$ cat src/rtl/mig_pkg.sv
// rtl/mig_pkg.sv - shared FSM encoding, sentinel constant and counter sizing helper for mig_requester
package mig_pkg;

   typedef enum logic [1:0] {
      ST_IDLE  = 2'd0,
      ST_QUERY = 2'd1,
      ST_WAIT  = 2'd2,
      ST_DRAIN = 2'd3
   } mig_state_t;

   // Tracker marks end-of-list with an all-ones address; callers slice to their width.
   localparam logic [63:0] MIG_SENTINEL = '1;

   function automatic int cnt_width(input int n);
      return (n > 2) ? $clog2(n) : 1;
   endfunction

endpackage

$ cat src/rtl/sync_fifo.sv
// rtl/sync_fifo.sv - single-clock FIFO with wrap-bit pointers and a zeroed read port when empty
module sync_fifo #(
   parameter int WIDTH = 8,
   parameter int DEPTH = 4
) (
   input  logic             clk,
   input  logic             rst_n,
   input  logic             i_wr_en,
   input  logic [WIDTH-1:0] i_wr_data,
   input  logic             i_rd_en,
   output logic [WIDTH-1:0] o_rd_data,
   output logic             o_full,
   output logic             o_empty
);
   localparam int AW = $clog2(DEPTH);
   localparam logic [AW:0] PTR_ONE = (AW + 1)'(1);

   logic [WIDTH-1:0] r_mem [DEPTH];
   logic [AW:0]      r_wr_ptr;
   logic [AW:0]      r_rd_ptr;
   logic             w_full;
   logic             w_empty;
   logic             w_push;
   logic             w_pop;

   assign w_empty = (r_wr_ptr == r_rd_ptr);
   assign w_full  = (r_wr_ptr[AW] != r_rd_ptr[AW]) &&
                    (r_wr_ptr[AW-1:0] == r_rd_ptr[AW-1:0]);
   assign w_pop   = i_rd_en && !w_empty;
   // A pop in the same cycle frees the slot being written, so push-at-full is safe.
   assign w_push  = i_wr_en && (!w_full || w_pop);

   always_ff @(posedge clk or negedge rst_n) begin
      if (!rst_n) begin
         r_wr_ptr <= '0;
         r_rd_ptr <= '0;
      end else begin
         if (w_push) r_wr_ptr <= r_wr_ptr + PTR_ONE;
         if (w_pop)  r_rd_ptr <= r_rd_ptr + PTR_ONE;
      end
   end

   always_ff @(posedge clk) begin
      if (w_push) r_mem[r_wr_ptr[AW-1:0]] <= i_wr_data;
   end

   assign o_rd_data = w_empty ? '0 : r_mem[r_rd_ptr[AW-1:0]];
   assign o_full    = w_full;
   assign o_empty   = w_empty;

endmodule

$ cat src/rtl/mig_requester.sv
// rtl/mig_requester.sv - epoch-driven requester: queries the hot-page tracker, drains its list, issues requests
module mig_requester
   import mig_pkg::*;
#(
   parameter int ADDR_SIZE      = 22,
   parameter int NUM_ENTRY      = 25,
   parameter int EPOCH_CYCLES   = 1000000,
   parameter int TIMEOUT_CYCLES = 4096,
   parameter int FIFO_DEPTH     = 32
) (
   input  logic                 clk,
   input  logic                 rst_n,
   input  logic                 enable,
   output logic                 query_en,
   input  logic                 query_ready,
   input  logic                 mig_addr_en,
   input  logic [ADDR_SIZE-1:0] mig_addr,
   output logic                 mig_addr_ready,
   output logic                 req_valid,
   output logic [ADDR_SIZE-1:0] req_addr,
   input  logic                 req_ready,
   output logic                 busy,
   output logic [15:0]          mig_count,
   output logic                 timeout_err
);
   localparam int EW = cnt_width(EPOCH_CYCLES);
   localparam int TW = cnt_width(TIMEOUT_CYCLES);
   localparam int DW = cnt_width(NUM_ENTRY);

   localparam logic [EW-1:0] EPOCH_LAST = EW'(EPOCH_CYCLES - 1);
   localparam logic [EW-1:0] EPOCH_ONE  = EW'(1);
   localparam logic [TW-1:0] TO_LAST    = TW'(TIMEOUT_CYCLES - 1);
   localparam logic [TW-1:0] TO_ONE     = TW'(1);
   localparam logic [DW-1:0] DRAIN_LAST = DW'(NUM_ENTRY - 1);
   localparam logic [DW-1:0] DRAIN_ONE  = DW'(1);
   localparam logic [ADDR_SIZE-1:0] SENTINEL = MIG_SENTINEL[ADDR_SIZE-1:0];

   mig_state_t     r_state;
   logic [EW-1:0]  r_epoch_cnt;
   logic [TW-1:0]  r_to_cnt;
   logic [DW-1:0]  r_drain_cnt;
   logic [15:0]    r_mig_count;
   logic           r_timeout_err;

   mig_state_t     w_state_nxt;
   logic [EW-1:0]  w_epoch_nxt;
   logic [TW-1:0]  w_to_nxt;
   logic [DW-1:0]  w_drain_nxt;
   logic           w_query_en;
   logic           w_addr_ready;
   logic           w_push;
   logic           w_set_err;
   logic           w_pop;
   logic           w_fifo_full;
   logic           w_fifo_empty;
   logic [ADDR_SIZE-1:0] w_fifo_head;

   always_ff @(posedge clk or negedge rst_n) begin
      if (!rst_n) begin
         r_state     <= ST_IDLE;
         r_epoch_cnt <= '0;
         r_to_cnt    <= '0;
         r_drain_cnt <= '0;
      end else begin
         r_state     <= w_state_nxt;
         r_epoch_cnt <= w_epoch_nxt;
         r_to_cnt    <= w_to_nxt;
         r_drain_cnt <= w_drain_nxt;
      end
   end

   always_comb begin
      w_state_nxt  = r_state;
      w_epoch_nxt  = r_epoch_cnt;
      w_to_nxt     = r_to_cnt;
      w_drain_nxt  = r_drain_cnt;
      w_query_en   = 1'b0;
      w_addr_ready = 1'b0;
      w_push       = 1'b0;
      w_set_err    = 1'b0;
      case (r_state)
         ST_IDLE: begin
            if (!enable) begin
               w_epoch_nxt = '0;
            end else if (r_epoch_cnt == EPOCH_LAST) begin
               // Hold at the boundary until the previous epoch's requests are all gone.
               if (w_fifo_empty) begin
                  w_state_nxt = ST_QUERY;
                  w_epoch_nxt = '0;
               end
            end else begin
               w_epoch_nxt = r_epoch_cnt + EPOCH_ONE;
            end
         end
         ST_QUERY: begin
            w_query_en  = 1'b1;
            w_state_nxt = ST_WAIT;
            w_to_nxt    = '0;
         end
         ST_WAIT: begin
            if (query_ready) begin
               w_state_nxt = ST_DRAIN;
               w_to_nxt    = '0;
               w_drain_nxt = '0;
            end else if (r_to_cnt == TO_LAST) begin
               w_state_nxt = ST_IDLE;
               w_to_nxt    = '0;
               w_set_err   = 1'b1;
            end else begin
               w_to_nxt = r_to_cnt + TO_ONE;
            end
         end
         ST_DRAIN: begin
            w_addr_ready = !w_fifo_full;
            if (mig_addr_en && w_addr_ready) begin
               if (mig_addr == SENTINEL) begin
                  w_state_nxt = ST_IDLE;
                  w_drain_nxt = '0;
               end else begin
                  w_push = 1'b1;
                  if (r_drain_cnt == DRAIN_LAST) begin
                     w_state_nxt = ST_IDLE;
                     w_drain_nxt = '0;
                  end else begin
                     w_drain_nxt = r_drain_cnt + DRAIN_ONE;
                  end
               end
            end
         end
         default: begin
            w_state_nxt = ST_IDLE;
         end
      endcase
   end

   sync_fifo #(
      .WIDTH (ADDR_SIZE),
      .DEPTH (FIFO_DEPTH)
   ) u_req_fifo (
      .clk       (clk),
      .rst_n     (rst_n),
      .i_wr_en   (w_push),
      .i_wr_data (mig_addr),
      .i_rd_en   (req_ready),
      .o_rd_data (w_fifo_head),
      .o_full    (w_fifo_full),
      .o_empty   (w_fifo_empty)
   );

   assign w_pop = !w_fifo_empty && req_ready;

   always_ff @(posedge clk or negedge rst_n) begin
      if (!rst_n) begin
         r_mig_count   <= '0;
         r_timeout_err <= 1'b0;
      end else begin
         if (w_pop && (r_mig_count != 16'hFFFF)) r_mig_count <= r_mig_count + 16'd1;
         if (w_set_err) r_timeout_err <= 1'b1;
      end
   end

   assign query_en       = w_query_en;
   assign mig_addr_ready = w_addr_ready;
   assign req_valid      = !w_fifo_empty;
   assign req_addr       = w_fifo_head;
   assign busy           = (r_state != ST_IDLE) || !w_fifo_empty;
   assign mig_count      = r_mig_count;
   assign timeout_err    = r_timeout_err;

endmodule

$ cat config.mk
export PLATFORM = sky130hd
export DESIGN_NAME = mig_requester
export DESIGN_NICKNAME = d
export VERILOG_FILES = /design/src/rtl/mig_pkg.sv /design/src/rtl/sync_fifo.sv /design/src/rtl/mig_requester.sv
export SDC_FILE = /design/constraint.sdc
export NUM_CORES = 1
export LEC_CHECK = 0
export CAP_MARGIN = 25
export CORE_MARGIN = 3
export CORE_UTILIZATION = 39
export CTS_CLUSTER_DIAMETER = 60
export DETAILED_ROUTE_END_ITERATION = 8
export GPL_TIMING_DRIVEN = 0
export HOLD_SLACK_MARGIN = 0.06
export PLACE_DENSITY_LB_ADDON = 0.15
export SLEW_MARGIN = 0
export SYNTH_ARGS = -nofsm -noshare
export SYNTH_HDL_FRONTEND = slang
export SYNTH_SLANG_ARGS = --single-unit
export TNS_END_PERCENT = 10
$ cat constraint.sdc
create_clock -name clk -period 3.73 [get_ports clk]
set_clock_uncertainty 0.2 [all_clocks]
set_input_delay 0.746 -clock clk [delete_from_list [all_inputs] [get_ports clk]]
set_output_delay 0.746 -clock clk [all_outputs]
set_load 0.005 [all_outputs]
# After elaboration in Yosys (flattened, before gate mapping)
# Memories as Yosys holds them, arrays and structs flattened.
# Cells that the tools add are included.
dict set report totals {
  reg_bits 68
  ramBits 704
  n_memories 1
  wordCells 81
  out_inout_bits 43
}
# memory words word_bits rd rd_ports_with_merged_regs wr line
set mem_list {}
lappend mem_list {u_req_fifo.r_mem 32 22 1 0 1 sync_fifo.sv:18} ;# logic [WIDTH-1:0] r_mem [DEPTH];
dict set report op_classes {
  n_eq_ne 19
  reduce_logical 16
  n_addsub 6
  muxes 31
}
# operator count
set op_table {}
lappend op_table {{20-bit two-way mux} 3}
lappend op_table {{12-bit two-way mux} 2}
lappend op_table {{12-bit one-hot mux with 2 select lines} 1}
lappend op_table {{22-bit equality test (second input constant)} 1}
lappend op_table {{22-bit two-way mux} 1}
lappend op_table {{20-bit by 1-bit adder with 20-bit output (second input constant)} 1}
lappend op_table {{20-bit equality test (second input constant)} 1}
lappend op_table {{5-bit two-way mux} 4}
lappend op_table {{16-bit by 1-bit adder with 16-bit output (second input constant)} 1}
lappend op_table {{2-bit two-way mux} 8}
lappend op_table {{16-bit != test (second input constant)} 1}
lappend op_table {{12-bit by 1-bit adder with 12-bit output (second input constant)} 1}
lappend op_table {{6-bit by 1-bit adder with 6-bit output (second input constant)} 2}
lappend op_table {{12-bit equality test (second input constant)} 1}
lappend op_table {{1-bit two-way mux} 10}
lappend op_table {{5-bit one-hot mux with 2 select lines} 1}
lappend op_table {{2-bit != test (second input constant)} 4}
lappend op_table {{2-bit one-hot mux with 4 select lines} 1}
lappend op_table {{6-bit equality test} 1}
lappend op_table {{3-bit != test (second input constant)} 2}
lappend op_table {{6-bit AND reduction} 1}
lappend op_table {{2-bit nonzero test} 3}
lappend op_table {{5-bit by 1-bit adder with 5-bit output (second input constant)} 1}
lappend op_table {{5-bit equality test} 1}
lappend op_table {{12 further kinds} 19}

# Logic depth before layout (Yosys ltp)
dict set report logic_depth {
  depth_word 9
  mapped_depth 9
  depth_no_buf 7
}

# Modules after synthesis
# From an unflattened synthesis, not the netlist that was laid out.
dict set report unflattened {
  cells_unflattened 1603
  area_unflattened_um2 30744.5
}
# mod cells_per_inst area_each_um2 instances
set modules_own_cells {}
lappend modules_own_cells {sync_fifo 1264 27577.7 1}
lappend modules_own_cells {mig_requester 339 3166.8 1}

# Worst setup path after synthesis
# Ideal clock, no wire load.
dict set report synth_timing {
  kind {input -> register}
  start {input mig_addr[19]}
  end {memory u_req_fifo.r_mem[21][0] (netlist bit) (enable)}
  slack_ns 0.492
  arrival_time_ns 2.637
  required_ns 3.129
  cell_stages 7
  setup_time_ns 0.401
  n_path_buf 1
  path_cell_list {nand4_1 -> or4_1 -> o31a_1 -> and2_1 -> clkbuf_1 -> nand2_1 -> nor2_1}
}
dict set report synth_via {
  elab_chain_len 7
}
# element line
set synth_rtl {}
lappend synth_rtl {{start: declaration} mig_requester.sv:17} ;# input logic [ADDR_SIZE-1:0] mig_addr,
lappend synth_rtl {{22-bit equality test} mig_requester.sv:116} ;# if (mig_addr == SENTINEL) begin
lappend synth_rtl {{1-bit two-way mux} mig_requester.sv:116}
lappend synth_rtl {{1-bit two-way mux} mig_requester.sv:115} ;# if (mig_addr_en && w_addr_ready) begin
lappend synth_rtl {{1-bit two-way mux} mig_requester.sv:81} ;# case (r_state)
lappend synth_rtl {{1-bit logical AND} sync_fifo.sv:31} ;# assign w_push = i_wr_en && (!w_full || w_pop);
lappend synth_rtl {{1-bit two-way mux} sync_fifo.sv:44} ;# if (w_push) r_mem[r_wr_ptr[AW-1:0]] <= i_wr_data;
lappend synth_rtl {{1-bit two-way mux (implied by the code)} sync_fifo.sv:44}
lappend synth_rtl {{end: declaration} sync_fifo.sv:18}
# Every way passes these cells.

# Worst setup path after layout
dict set report layout_timing {
  start {register u_req_fifo.r_rd_ptr[0]}
  end {output req_addr[2]}
}
dict set report layout_via {
  elab_chain_len 2
  word_cells_on_any_way 3
  classes_between {eq/ne: 1; mux: 1; memory: 1}
}
# element line
set layout_rtl {}
lappend layout_rtl {{start: declaration} sync_fifo.sv:20} ;# logic [AW:0] r_rd_ptr;
lappend layout_rtl {{start signal: assignment} sync_fifo.sv:39} ;# if (w_pop) r_rd_ptr <= r_rd_ptr + PTR_ONE;
lappend layout_rtl {{memory 32 x 22 bit / 6-bit equality test (equally long branches)} n/a}
lappend layout_rtl {{22-bit two-way mux (*)} sync_fifo.sv:47} ;# assign o_rd_data = w_empty ? '0 : r_mem[r_rd_ptr[AW-1:0]];
lappend layout_rtl {{end: declaration} mig_requester.sv:20} ;# output logic [ADDR_SIZE-1:0] req_addr,
# Every way passes the cells marked *; elsewhere a longest branch is shown, timed or not.

==> flow_summary_export.csv <==
group,metric,value,unit
floorplan,initial_core_util,0.3949,
status,violations,"setup timing",
yosys,syn_area,30640,µm²
yosys,synth.avg_cell_area,20.83,µm²
flow_run,cap_violations,0,
sta,rsz0062_at_grt,"true",
cts,cts_tree,"yes",
yosys,synth_edf_count,704,
grt,grt_pass1_wl,114.9,mm
sta,tightest_slew,0.9634,ns
yosys,synth.top_cells.by_area,"edfxtp_1, mux4_2, dfrtp_1",
critical_path,crit_arrival,3.17,ns
yosys,synthArstFlopShare,0.08808,
cells_and_area,syn2layout_area_growth,25.07,%
detailed_routing,first_pass_iters,5,
cts,htreeDepth,3,
yosys,synthFlopType,"edfxtp_1",
floorplan,rows,102,
power,leakage,12.64,nW
yosys,synthDistinctLibCells,52,
cells_and_area,drive_above_1_share,0.3390,
power,power,26.88,mW
floorplan,coreArea,77590,µm²
power,vdd.ir_drop.worst,0.0004338,V
cts,cts_buffers,88,
floorplan,boundaryPins,71,
grt,gr-total-overflow,0,
yosys,yosysTopAreaCell,"edfxtp_1",
yosys,ys_seq_elements,772,
detailed_routing,via_count,15800,
critical_path,start_kind,"register",
cts,clock_sinks,772,
detailed_routing,routed_wl,80.18,mm
placement,placed_cells,2610,
detailed_routing,antenna_left,0,
cts,cts_buffer_depth,3,
critical_path,end_kind,"primary output",
cts,root_buffer,"clkbuf_16",
yosys,ys_seq_area_frac,0.7455,
placement,post-place-ws,-1.548,ns
power,powerDensity,701.3,nW/µm²
cts,worstSkewPairLatency,0.62,ns
grt,grt.total_usage,0.1979,
cells_and_area,antenna-diode-count,0,
status,status,"finished with violations",
detailed_routing,drcViolationCount,0,
detailed_routing,viasPerCell,5.501,
yosys,syn_inst,1471,
critical_path,required,2.78,ns
placement,place.gp.congestion,0.8002,
sta,period_needed,4.114,ns
cells_and_area,fin_util,0.4939,
cells_and_area,fin_area,38320,µm²
placement,port_buffers,70,
yosys,synth_nets,1514,
placement,placed_cell_area,33500,µm²
cells_and_area,final_cells,2872,
sta,max_freq,243.1,MHz
sta,slew_viol_final,0,
grt,grt_max_degree,69,
critical_path,slowest_delay,0.55,ns
critical_path,path_cells,"buf_12 -> buf_16 -> buf_16 -> buf_12 -> mux4_2 -> mux4_2 -> mux2i_4 -> nor2_2 -> buf_2",
floorplan,die_w,286.3,µm
sta,hold_viol,0,
sta,setup_viol_count_final,22,
floorplan,dieArea,81960,µm²
hold_path,hold_class,"input pin to async pin",
floorplan,die_y,286.3,µm
cts,cts_hold_buf,0,
detailed_routing,wire_per_inst,27.92,µm
cells_and_area,nets,1804,
cts,path_clk_slew,0.05,ns
grt,antenna_found_initial,3,
yosys,yosys.area.top_type_share,0.6899,
sta,slew_headroom,0.3577,
critical_path,critPathKind,"register to primary output",
grt,grt_pass1_vias,16120,
sta,setup_slack,-0.3840,ns
detailed_routing,drt_iter0_drc,1691,
yosys,ys_warn_count,0,
sta,period_share,1.103,
placement,dp_hpwl,46.40,mm
critical_path,path_max_fanout,8,
critical_path,slowest_stage,"mux4_2",
synth_stat cells, types with 2 or more instances:
cell type	instances
nor2_1	74
or3_1	3
inv_1	14
o2bb2ai_1	3
a31oi_1	9
nor4_1	2
a21oi_1	4
a21o_1	2
nand2b_1	4
xor2_1	11
o31a_1	3
buf_2	19
nor3_1	3
ha_1	15
o21ai_0	45
o21ai_1	14
nand3_1	23
and4b_1	3
and4_1	5
nand3b_1	2
buf_1	8
clkbuf_1	25
buf_4	14
mux2i_1	24
nand2_1	50
xnor2_1	20
nand4_1	19
mux4_2	220
dfrtp_1	68
and2_1	9
edfxtp_1	704
buf_6	5
nor2b_1	4
and3_1	21
o31ai_1	5
layout by cell type (no fill, tap or decap), drive strengths merged, types with 3 or more instances in the layout:
cell             n
a21oi            4
a31oi           10
and2             9
and3            21
and4             5
and4b            3
buf            181
bufinv           6
clkbuf         150
clkdlybuf4s15    5
clkdlybuf4s50   26
clkinv          34
clkinvlp         3
dfrtp           68
dlygate4sd2      8
dlymetal6s2s     5
edfxtp         704
ha              15
inv             18
mux2i           24
mux4           220
nand2           50
nand2b           4
nand3           23
nand4           19
nor2            85
nor2b            4
nor3             3
o21ai           59
o2bb2ai          3
o31a             3
o31ai            5
or3              3
xnor2           20
xor2            11
area by class of cell:
cell class,count,area (µm²)
plain buffers,67,714.4
clock buffers,115,2399
clock inverters,46,426.7
fillers,6361,39270
inverters,15,56.30
multi-input cells,624,7950
flip-flops and latches,772,22840
well taps,1040,1301
repair buffers,193,2634
what timing repair did:
item                       4_1_cts  5_1_grt
pin swaps                       33       15
setup endpoints to repair      728      600
hold endpoints to repair         0        0
cloned                          17        2
resized for setup              305       35
setup buffers                   67       14
cells by family (layout without fill, tap and decap cells):
family | after synthesis | after routing | share of synthesized area
adder cells (fa/ha/maj) | 15 | 15 | 0.006125
AO/OA/AOI/OAI | 92 | 92 | 0.01776
XOR/XNOR | 31 | 31 | 0.008861
flip-flops | 772 | 772 | 0.7455
multiplexers | 246 | 246 | 0.1703
AND/OR/NAND/NOR | 229 | 240 | 0.03724
buffers and inverters | 86 | 436 | 0.01425
final timing paths:
kind / from / end / slack (ns) / cells past startpoint
worst min register to register: r_to_cnt[8]$_DFFE_PN0P_ / r_to_cnt[8]$_DFFE_PN0P_ / 0.27 / 1
worst min-delay path: rst_n / mig_count[12]$_DFFE_PN0P_ / 0.03 / 1
worst max register to register: u_req_fifo.r_rd_ptr[0]$_DFFE_PN0P_ / u_req_fifo.r_mem[8][5]$_DFFE_PP_ / 0.32 / 12
worst max-delay path: u_req_fifo.r_rd_ptr[0]$_DFFE_PN0P_ / req_addr[2] / -0.38 / 9
min in group clk: r_to_cnt[8]$_DFFE_PN0P_ / r_to_cnt[8]$_DFFE_PN0P_ / 0.27 / 1
max in group asynchronous: rst_n / u_req_fifo.r_rd_ptr[3]$_DFFE_PN0P_ / 2.68 / 1
stage by stage:
step	setup TNS, ns	hold WS, ns
2_1_floorplan	0	0.2374
3_3_place_gp	-1735.22	0.2516
4_1_cts	-17.66	0.06062
5_1_grt	-9.503	0.1159
6_report	-7.062	0.02642
3_5_place_dp	-871.85	0.2617
state kept, by name, summed over array words and instances, names as in the netlist:
register,flops
mig_count,16
r_drain_cnt,5
r_epoch_cnt,20
r_state,2
r_to_cnt,12
timeout_err,1
u_req_fifo.r_mem,704
u_req_fifo.r_rd_ptr,6
u_req_fifo.r_wr_ptr,6
per-layer routing:
layer,global-route usage,share of wire,vias to the layer above
met2,0.3152,0.48,579
met5,0,0,-
met1,0.2706,0.42,8396
li1,-,-,6701
met4,0.06116,0.028,0
met3,0.04877,0.074,124
worst max-delay path: cells and delay by family (launching register included):
kind                   cells  cell delay (ns)
buffers and inverters      5             0.74
flip-flops                 1             0.39
multiplexers               3             1.35
AND/OR/NAND/NOR            1             0.06
power breakdown:
| part | total, mW | internal, mW | switching (mW) |
|---|---|---|---|
| clock network | 8.36 | 4.96 | 3.41 |
| registers | 9.60 | 9.51 | 0.0856 |
| logic | 8.91 | 4.62 | 4.30 |
| total | 26.9 | 19.1 | 7.79 |
Power figures use the tool's default switching activity.
